<file path="src/rtl/mips_pipe_pkg.sv">
// Shared MIPS pipeline definitions: ID->EX bundle layout, its NOP encoding and the
// skid-buffer state encoding used by pipe_stage_reg / pipe_skid_buf.
package mips_pipe_pkg;

    localparam int ALUOP_W   = 8;
    localparam int ALUSEL_W  = 3;
    localparam int REG_W     = 32;
    localparam int REGADDR_W = 5;

    localparam logic [ALUOP_W-1:0]   EXE_NOP_OP  = '0;
    localparam logic [ALUSEL_W-1:0]  EXE_RES_NOP = '0;
    localparam logic [REG_W-1:0]     ZEROWORD    = '0;
    localparam logic [REGADDR_W-1:0] NOPREGADDR  = '0;

    localparam int ID_EX_W = ALUOP_W + ALUSEL_W + 2 * REG_W + REGADDR_W + 1;

    typedef struct packed {
        logic [ALUOP_W-1:0]   aluop;
        logic [ALUSEL_W-1:0]  alusel;
        logic [REG_W-1:0]     reg1;
        logic [REG_W-1:0]     reg2;
        logic [REGADDR_W-1:0] wd;
        logic                 wreg;
    } id_ex_t;

    localparam id_ex_t ID_EX_NOP = '{
        aluop:  EXE_NOP_OP,
        alusel: EXE_RES_NOP,
        reg1:   ZEROWORD,
        reg2:   ZEROWORD,
        wd:     NOPREGADDR,
        wreg:   1'b0
    };

    // Encoding doubles as the occupancy count.
    typedef enum logic [1:0] {
        SKID_EMPTY = 2'd0,
        SKID_BUSY  = 2'd1,
        SKID_FULL  = 2'd2
    } skid_state_e;

    function automatic logic [1:0] skid_occ(input skid_state_e st);
        return st;
    endfunction

endpackage

</file>
<file path="src/rtl/pipe_skid_buf.sv">
// Skid slot, EMPTY/BUSY/FULL state machine and registered upstream ready.
// The main register lives in the top; this block tells it when and from where to load.
module pipe_skid_buf
    import mips_pipe_pkg::*;
#(
    parameter int DATA_W = ID_EX_W
) (
    input  logic              clk_i,
    input  logic              rst_i,
    input  logic              flush_i,
    input  logic              s_valid_i,
    output logic              s_ready_o,
    input  logic [DATA_W-1:0] s_data_i,
    input  logic              m_ready_i,
    output logic              m_valid_o,
    output logic              ld_main_s_o,
    output logic              ld_main_skid_o,
    output logic [DATA_W-1:0] skid_data_o,
    output logic [1:0]        occupancy_o
);

    skid_state_e       state_q, state_d;
    logic [DATA_W-1:0] skid_q, skid_d;
    logic              s_ready_q, s_ready_d;
    logic              s_xfer, m_xfer;

    assign s_xfer = s_valid_i && s_ready_q;
    assign m_xfer = (state_q != SKID_EMPTY) && m_ready_i;

    always_comb begin
        state_d        = state_q;
        skid_d         = skid_q;
        ld_main_s_o    = 1'b0;
        ld_main_skid_o = 1'b0;
        if (flush_i) begin
            state_d = SKID_EMPTY;
        end else begin
            case (state_q)
                SKID_EMPTY: begin
                    if (s_xfer) begin
                        state_d     = SKID_BUSY;
                        ld_main_s_o = 1'b1;
                    end
                end
                SKID_BUSY: begin
                    if (s_xfer && m_xfer) begin
                        ld_main_s_o = 1'b1;
                    end else if (s_xfer) begin
                        state_d = SKID_FULL;
                        skid_d  = s_data_i;
                    end else if (m_xfer) begin
                        state_d = SKID_EMPTY;
                    end
                end
                SKID_FULL: begin
                    if (m_xfer) begin
                        state_d        = SKID_BUSY;
                        ld_main_skid_o = 1'b1;
                    end
                end
                default: state_d = SKID_EMPTY;
            endcase
        end
        // Ready is computed from the next state so it can be registered without a bubble.
        s_ready_d = (state_d != SKID_FULL);
    end

    always_ff @(posedge clk_i) begin
        if (!rst_i) begin
            state_q   <= SKID_EMPTY;
            skid_q    <= '0;
            s_ready_q <= 1'b1;
        end else begin
            state_q   <= state_d;
            skid_q    <= skid_d;
            s_ready_q <= s_ready_d;
        end
    end

    assign s_ready_o   = s_ready_q;
    assign m_valid_o   = (state_q != SKID_EMPTY);
    assign skid_data_o = skid_q;
    assign occupancy_o = skid_occ(state_q);

endmodule

</file>
<file path="src/rtl/pipe_stage_reg.sv">
// Valid/ready pipeline stage register with flush and NOP bubbles between MIPS stages.
// Define PIPE_SKID_EN for the 2-entry skid buffer with registered s_ready; otherwise single register.
module pipe_stage_reg
    import mips_pipe_pkg::*;
#(
    parameter int                DATA_W      = ID_EX_W,
    parameter logic [DATA_W-1:0] NOP_PAYLOAD = DATA_W'(ID_EX_NOP)
) (
    input  logic              clk,
    input  logic              rst,
    input  logic              flush,
    input  logic              s_valid,
    output logic              s_ready,
    input  logic [DATA_W-1:0] s_data,
    output logic              m_valid,
    input  logic              m_ready,
    output logic [DATA_W-1:0] m_data,
    output logic [1:0]        occupancy
);

    logic [DATA_W-1:0] main_q, main_d;
    logic              m_valid_int;

`ifdef PIPE_SKID_EN
    logic              ld_main_s, ld_main_skid;
    logic [DATA_W-1:0] skid_data;

    pipe_skid_buf #(
        .DATA_W(DATA_W)
    ) u_skid (
        .clk_i         (clk),
        .rst_i         (rst),
        .flush_i       (flush),
        .s_valid_i     (s_valid),
        .s_ready_o     (s_ready),
        .s_data_i      (s_data),
        .m_ready_i     (m_ready),
        .m_valid_o     (m_valid_int),
        .ld_main_s_o   (ld_main_s),
        .ld_main_skid_o(ld_main_skid),
        .skid_data_o   (skid_data),
        .occupancy_o   (occupancy)
    );

    always_comb begin
        main_d = main_q;
        if (ld_main_skid) begin
            main_d = skid_data;
        end else if (ld_main_s) begin
            main_d = s_data;
        end
    end

    always_ff @(posedge clk) begin
        if (!rst) begin
            main_q <= NOP_PAYLOAD;
        end else begin
            main_q <= main_d;
        end
    end
`else
    logic valid_q, valid_d;
    logic s_xfer, m_xfer;

    // A consumed entry frees the slot in the same cycle, so a full stage still streams.
    assign s_ready = !valid_q || m_ready;
    assign s_xfer  = s_valid && s_ready;
    assign m_xfer  = valid_q && m_ready;

    always_comb begin
        valid_d = valid_q;
        main_d  = main_q;
        if (flush) begin
            valid_d = 1'b0;
            main_d  = NOP_PAYLOAD;
        end else if (s_xfer) begin
            valid_d = 1'b1;
            main_d  = s_data;
        end else if (m_xfer) begin
            valid_d = 1'b0;
        end
    end

    always_ff @(posedge clk) begin
        if (!rst) begin
            valid_q <= 1'b0;
            main_q  <= NOP_PAYLOAD;
        end else begin
            valid_q <= valid_d;
            main_q  <= main_d;
        end
    end

    assign m_valid_int = valid_q;
    assign occupancy   = {1'b0, valid_q};
`endif

    assign m_valid = m_valid_int;
    assign m_data  = m_valid_int ? main_q : NOP_PAYLOAD;

endmodule
</file>
<file path="config.mk">
export PLATFORM = sky130hd
export DESIGN_NAME = pipe_stage_reg
export DESIGN_NICKNAME = d
export VERILOG_FILES = /design/src/rtl/mips_pipe_pkg.sv /design/src/rtl/pipe_skid_buf.sv /design/src/rtl/pipe_stage_reg.sv
export SDC_FILE = /design/constraint.sdc
export NUM_CORES = 1
export LEC_CHECK = 0
export CORE_ASPECT_RATIO = 1.4
export CORE_MARGIN = 4
export CORE_UTILIZATION = 46
export CTS_CLUSTER_SIZE = 16
export DETAILED_ROUTE_END_ITERATION = 10
export PLACE_DENSITY_LB_ADDON = 0.12
export REMOVE_ABC_BUFFERS = 1
export SKIP_CTS_REPAIR_TIMING = 1
export SLEW_MARGIN = 20
export SYNTH_ARGS = -nofsm -noshare
export SYNTH_HDL_FRONTEND = slang
export SYNTH_SLANG_ARGS = --single-unit
</file>
<file path="constraint.sdc">
create_clock -name clk -period 2.76 [get_ports clk]
set_clock_uncertainty 0.15 [all_clocks]
set_input_delay 0.552 -clock clk [delete_from_list [all_inputs] [get_ports clk]]
set_output_delay 0.552 -clock clk [all_outputs]
set_load 0.1 [all_outputs]
</file>
* Yosys cells after proc, flatten, opt, wreduce, memory -nomap -nowiden *
Cells that the tools add are included.
Widths: inputs -> output; s select.

word-level totals
  input bits = 86
  flip-flop bits (word level) = 82
  word-level logic and storage cells = 12

cells by class
  muxes and demuxes = 3
  reduce and logical (&&, ||, !) cells = 6
  bitwise operators = 1

operators with widths
  kind               number
  $mux 81            1
  $logic_and 1x1->1  2
  $mux 1             2
  $reduce_bool 2->1  1
  $reduce_or 2->1    1
  $logic_not 1->1    1
  $logic_or 1x1->1   1
  $not 1->1          1

* Depth between registers and ports, before layout *
  word-level depth = 4
  mapped depth = 6
  gate-level depth less buffers = 3

* Worst setup path before layout *
OpenSTA, ideal clock, no wires.

  path kind = register to output
  start point = reg valid_q, in the netlist m_valid
  end point = out m_data[0]
  cell stages (with the launch flop) = 4
  arrival time = 2.215 ns
  slack = -0.157 ns
  buffers on the path = 2
  cell sequence = dfxtp_1 > buf_4 > clkbuf_1 > and2_1

between the ends
  word-level cells in the longest chain between the ends = 1

RTL lines
  item                    RTL line              source
  from (decl)             pipe_stage_reg.sv:62  logic valid_q, valid_d;
  from (signal assigned)  pipe_stage_reg.sv:89  valid_q <= valid_d;
  $mux 81                 pipe_stage_reg.sv:99  assign m_data = m_valid_int ? main_q : NOP_PAYLOAD;
  to (decl)               pipe_stage_reg.sv:17  output logic [DATA_W-1:0] m_data,

Every way passes these cells.

* Worst setup path after layout *
  start point = reg valid_q, in the netlist m_valid
  end point = out m_data[2]

Same word-level chain as after synthesis.

==> Implementation_results.wiki <==
{| class="wikitable"
! Metric !! Value
|-
| Worst hold-check path type || reg -> reg
|-
| Avg WL per Cell || 16.37 µm
|-
| Launch instance of the worst min-delay path || main_q[72]
|-
| Proportion of synthesized chip area in sequential cells || approximately two fifths
|-
| Cell depth of the worst flop-to-flop path || 5
|-
| Final Max Tran Viols || 0
|-
| WP data arrival || around 1.5 ns
|-
| Remaining antenna violation count || 0
|-
| Critical path type || reg -> out
|-
| Total number of vias || between 3000 and 4000
|-
| Post-layout nets || 688
|-
| Via count of the first global-routing pass || ~3700
|-
| Area growth, synth to finish || 62.24%
|-
| Worst Hold Path EP || main_q[72]
|-
| Placed inst area || 6208 µm²
|-
| Most area-consuming cells after synthesis || dfxtp_1 (41%), o21ai_2 (17%), and2_1 (13%)
|-
| Minimum period implied by the final worst setup slack || 2.208 ns
|-
| Worst R2R Setup Slack || 1.08 ns
|-
| CORE AREA || about 8600 µm²
|-
| Setup repair after global routing missed its margin || no
|-
| IR Drop Worst-Case VDD || between 0.3 and 0.4 mV
|-
| Number of antenna violations at the first check in global routing || 0
|-
| Synth unique cells || 17
|-
| Final Routed Wirelength || approximately 12000 µm
|-
| Horiz. Die Dim || around 87 µm
|-
| Effective utilization at floorplan || between 40% and 50%
|-
| Clk Tree Root Cell || clkbuf_16
|-
| Pin count of the biggest net entering global routing || a little over 90
|-
| Number of cells in the design after placement || slightly below 700
|-
| Warnings, synthesis || 0
|-
| Final Wtd Congestion || 0.7464
|-
| Antenna fix cells || 0
|-
| Area of the mapped netlist || slightly above 4000 µm²
|-
| First-pass GRT wire length || ~18000 µm
|-
| Final std cells w/o fill || about 710
|-
| Boundary pin count || between 150 and 200
|-
| Post-placement worst setup slack || approximately 0.61 ns
|-
| Detailed-route DRC error count || 0
|-
| Power per cell area || approximately 450 nW/µm²
|-
| Number of clock buffers inserted by TritonCTS || 9
|-
| # H-tree levels || 3
|-
| DIE AREA || between 10000 and 15000 µm²
|-
| Number of detailed-route iterations in the first pass || 4
|-
| Synth top area share || slightly above 40%
|-
| Fraction of the cycle the final worst path needs || 80.00%
|-
| Post-synthesis instance total || 468
|-
| Mean Syn Cell Area || around 8.6 µm²
|-
| Smallest setup slack after layout || 0.5521 ns
|-
| Clock net sink count || between 80 and 90
|-
| Hold violation total from the final report || 0
|-
| DRC marker count from the first detailed-route iteration || ~240
|-
| Crit start category || flip-flop
|-
| CTS tree || yes
|-
| Later-pin clock latency in the skew report || 0.33 ns
|-
| Yosys reg bits || 82
|-
| Maximum net fanout on the critical path || 48
|-
| Total power consumption of the routed design || around 3 mW
|-
| Clock buffer depth || 2
|-
| GRT overflow || 0
|-
| Finished layout cell area || 6526 µm²
|-
| Fraction of final layout cells with drive strength greater than 1 || between 30% and 40%
|-
| Vias per cell || around 5.4
|-
| Number of endpoints failing setup at the final stage || 0
|-
| Achievable clock frequency || ~450 MHz
|-
| Final HPWL from detailed placement || 7999 µm
|-
| Synth area leader || dfxtp_1
|-
| Critical path data required time || 2.06 ns
|-
| # rows || 40
|-
| Overall track demand over capacity in global routing || 22.20%
|-
| Die height || 118.6 µm
|-
| Clock-pin transition on the worst setup and hold timing paths || 0.06 ns
|-
| Reg-to-reg startpoint || m_valid
|-
| R2R Path End || main_q[3]
|-
| Run status || finished, final reports clean
|-
| Max-capacitance violation count || 0
|-
| Type of destination of the critical path || output port
|-
| Number of buffer cells added on primary ports || 169
|-
| Leak pwr || approximately 2.5 nW
|-
| Hold path depth || 2
|-
| Worst hold slack || 0.2926 ns
|}
==> how the worst max path moves through the flow <==
| stage | start | to | cells past startpoint |
|---|---|---|---|
| finish | m_valid | m_data[2] | 3 |
| CTS | m_valid | m_data[61] | 3 |
| global placement | m_ready | main_q[72] | 5 |
| detailed placement | m_ready | main_q[3] | 5 |
| global route | m_valid | m_data[80] | 3 |
| floorplan | flush | main_q[0] | 3 |
==> per-stage QoR <==
| stage | utilization, % | setup TNS [ns] |
|---|---|---|
| 6_report | 76.26 | 0 |
| 5_1_grt | 76.26 | 0 |
| 4_1_cts | 76.26 | 0 |
| 3_5_place_dp | 72.54 | 0 |
| 3_3_place_gp | 72.54 | 0 |
| 2_1_floorplan | - | -415.00 |
==> layer usage <==
metal | global-route usage (%) | up-vias | wire length (µm)
met1 | 25.50 | 1831 | 4462
met4 | 8.285 | 0 | 298
met2 | 38.64 | 128 | 6221
li1 | - | 1885 | -
met5 | 0 | - | 0
met3 | 5.649 | 23 | 675
==> flip-flops by register name (all words and copies together) (netlist names) <==
register / flops
m_valid: 1
main_q: 81
==> cells in the final DEF, fill, tap and decap left out, drive strengths merged <==
master,synthesis,layout
bufinv,0,1
conb,1,1
nor2b,1,1
clkbuf,20,15
clkdlybuf4s50,0,84
nand2,81,81
and2,82,82
nand2b,1,1
inv,1,1
dfxtp,82,82
a21boi,1,1
o21ai,81,81
nand4,81,81
buf,36,95
==> power breakdown <==
group	internal (mW)	total (mW)	leakage (nW)	switching, mW
Combinational	0.194	0.451	1.64	0.257
Sequential	1.22	1.24	0.669	0.0181
Clock	0.801	1.25	0.156	0.452
==> final cells by class <==
class | count | area [µm²]
multi-input cells | 329 | 2066
clock buffers | 15 | 287.8
flip-flops and latches | 82 | 1643
clock inverters | 1 | 30.03
inverters | 1 | 3.754
fillers | 628 | 2032
repair buffers | 179 | 2365
well taps | 105 | 131.4
==> critical path: stages (launching register included) <==
cell     delay (ns)
dfxtp_2        0.33
buf_4          0.35
and2_1         0.19
buf_4          0.28
==> logic make-up after synthesis <==
group | count (synthesis) | share of synthesized area (%)
compound gates | 82 | 17.73
buf+inv | 57 | 8.025
other cells | 1 | 0.09322
flops | 82 | 40.81
simple gates | 246 | 33.34
==> cells in the mapped netlist (all sizes together) <==
| master | n |
|---|---|
| and2 | 82 |
| dfxtp | 82 |
| nand2 | 81 |
| nand4 | 81 |
| o21ai | 81 |
| buf | 36 |
| clkbuf | 20 |
| a21boi | 1 |
| conb | 1 |
| inv | 1 |
| nand2b | 1 |
| nor2b | 1 |
Note: power is estimated with default switching activity, not from simulation.
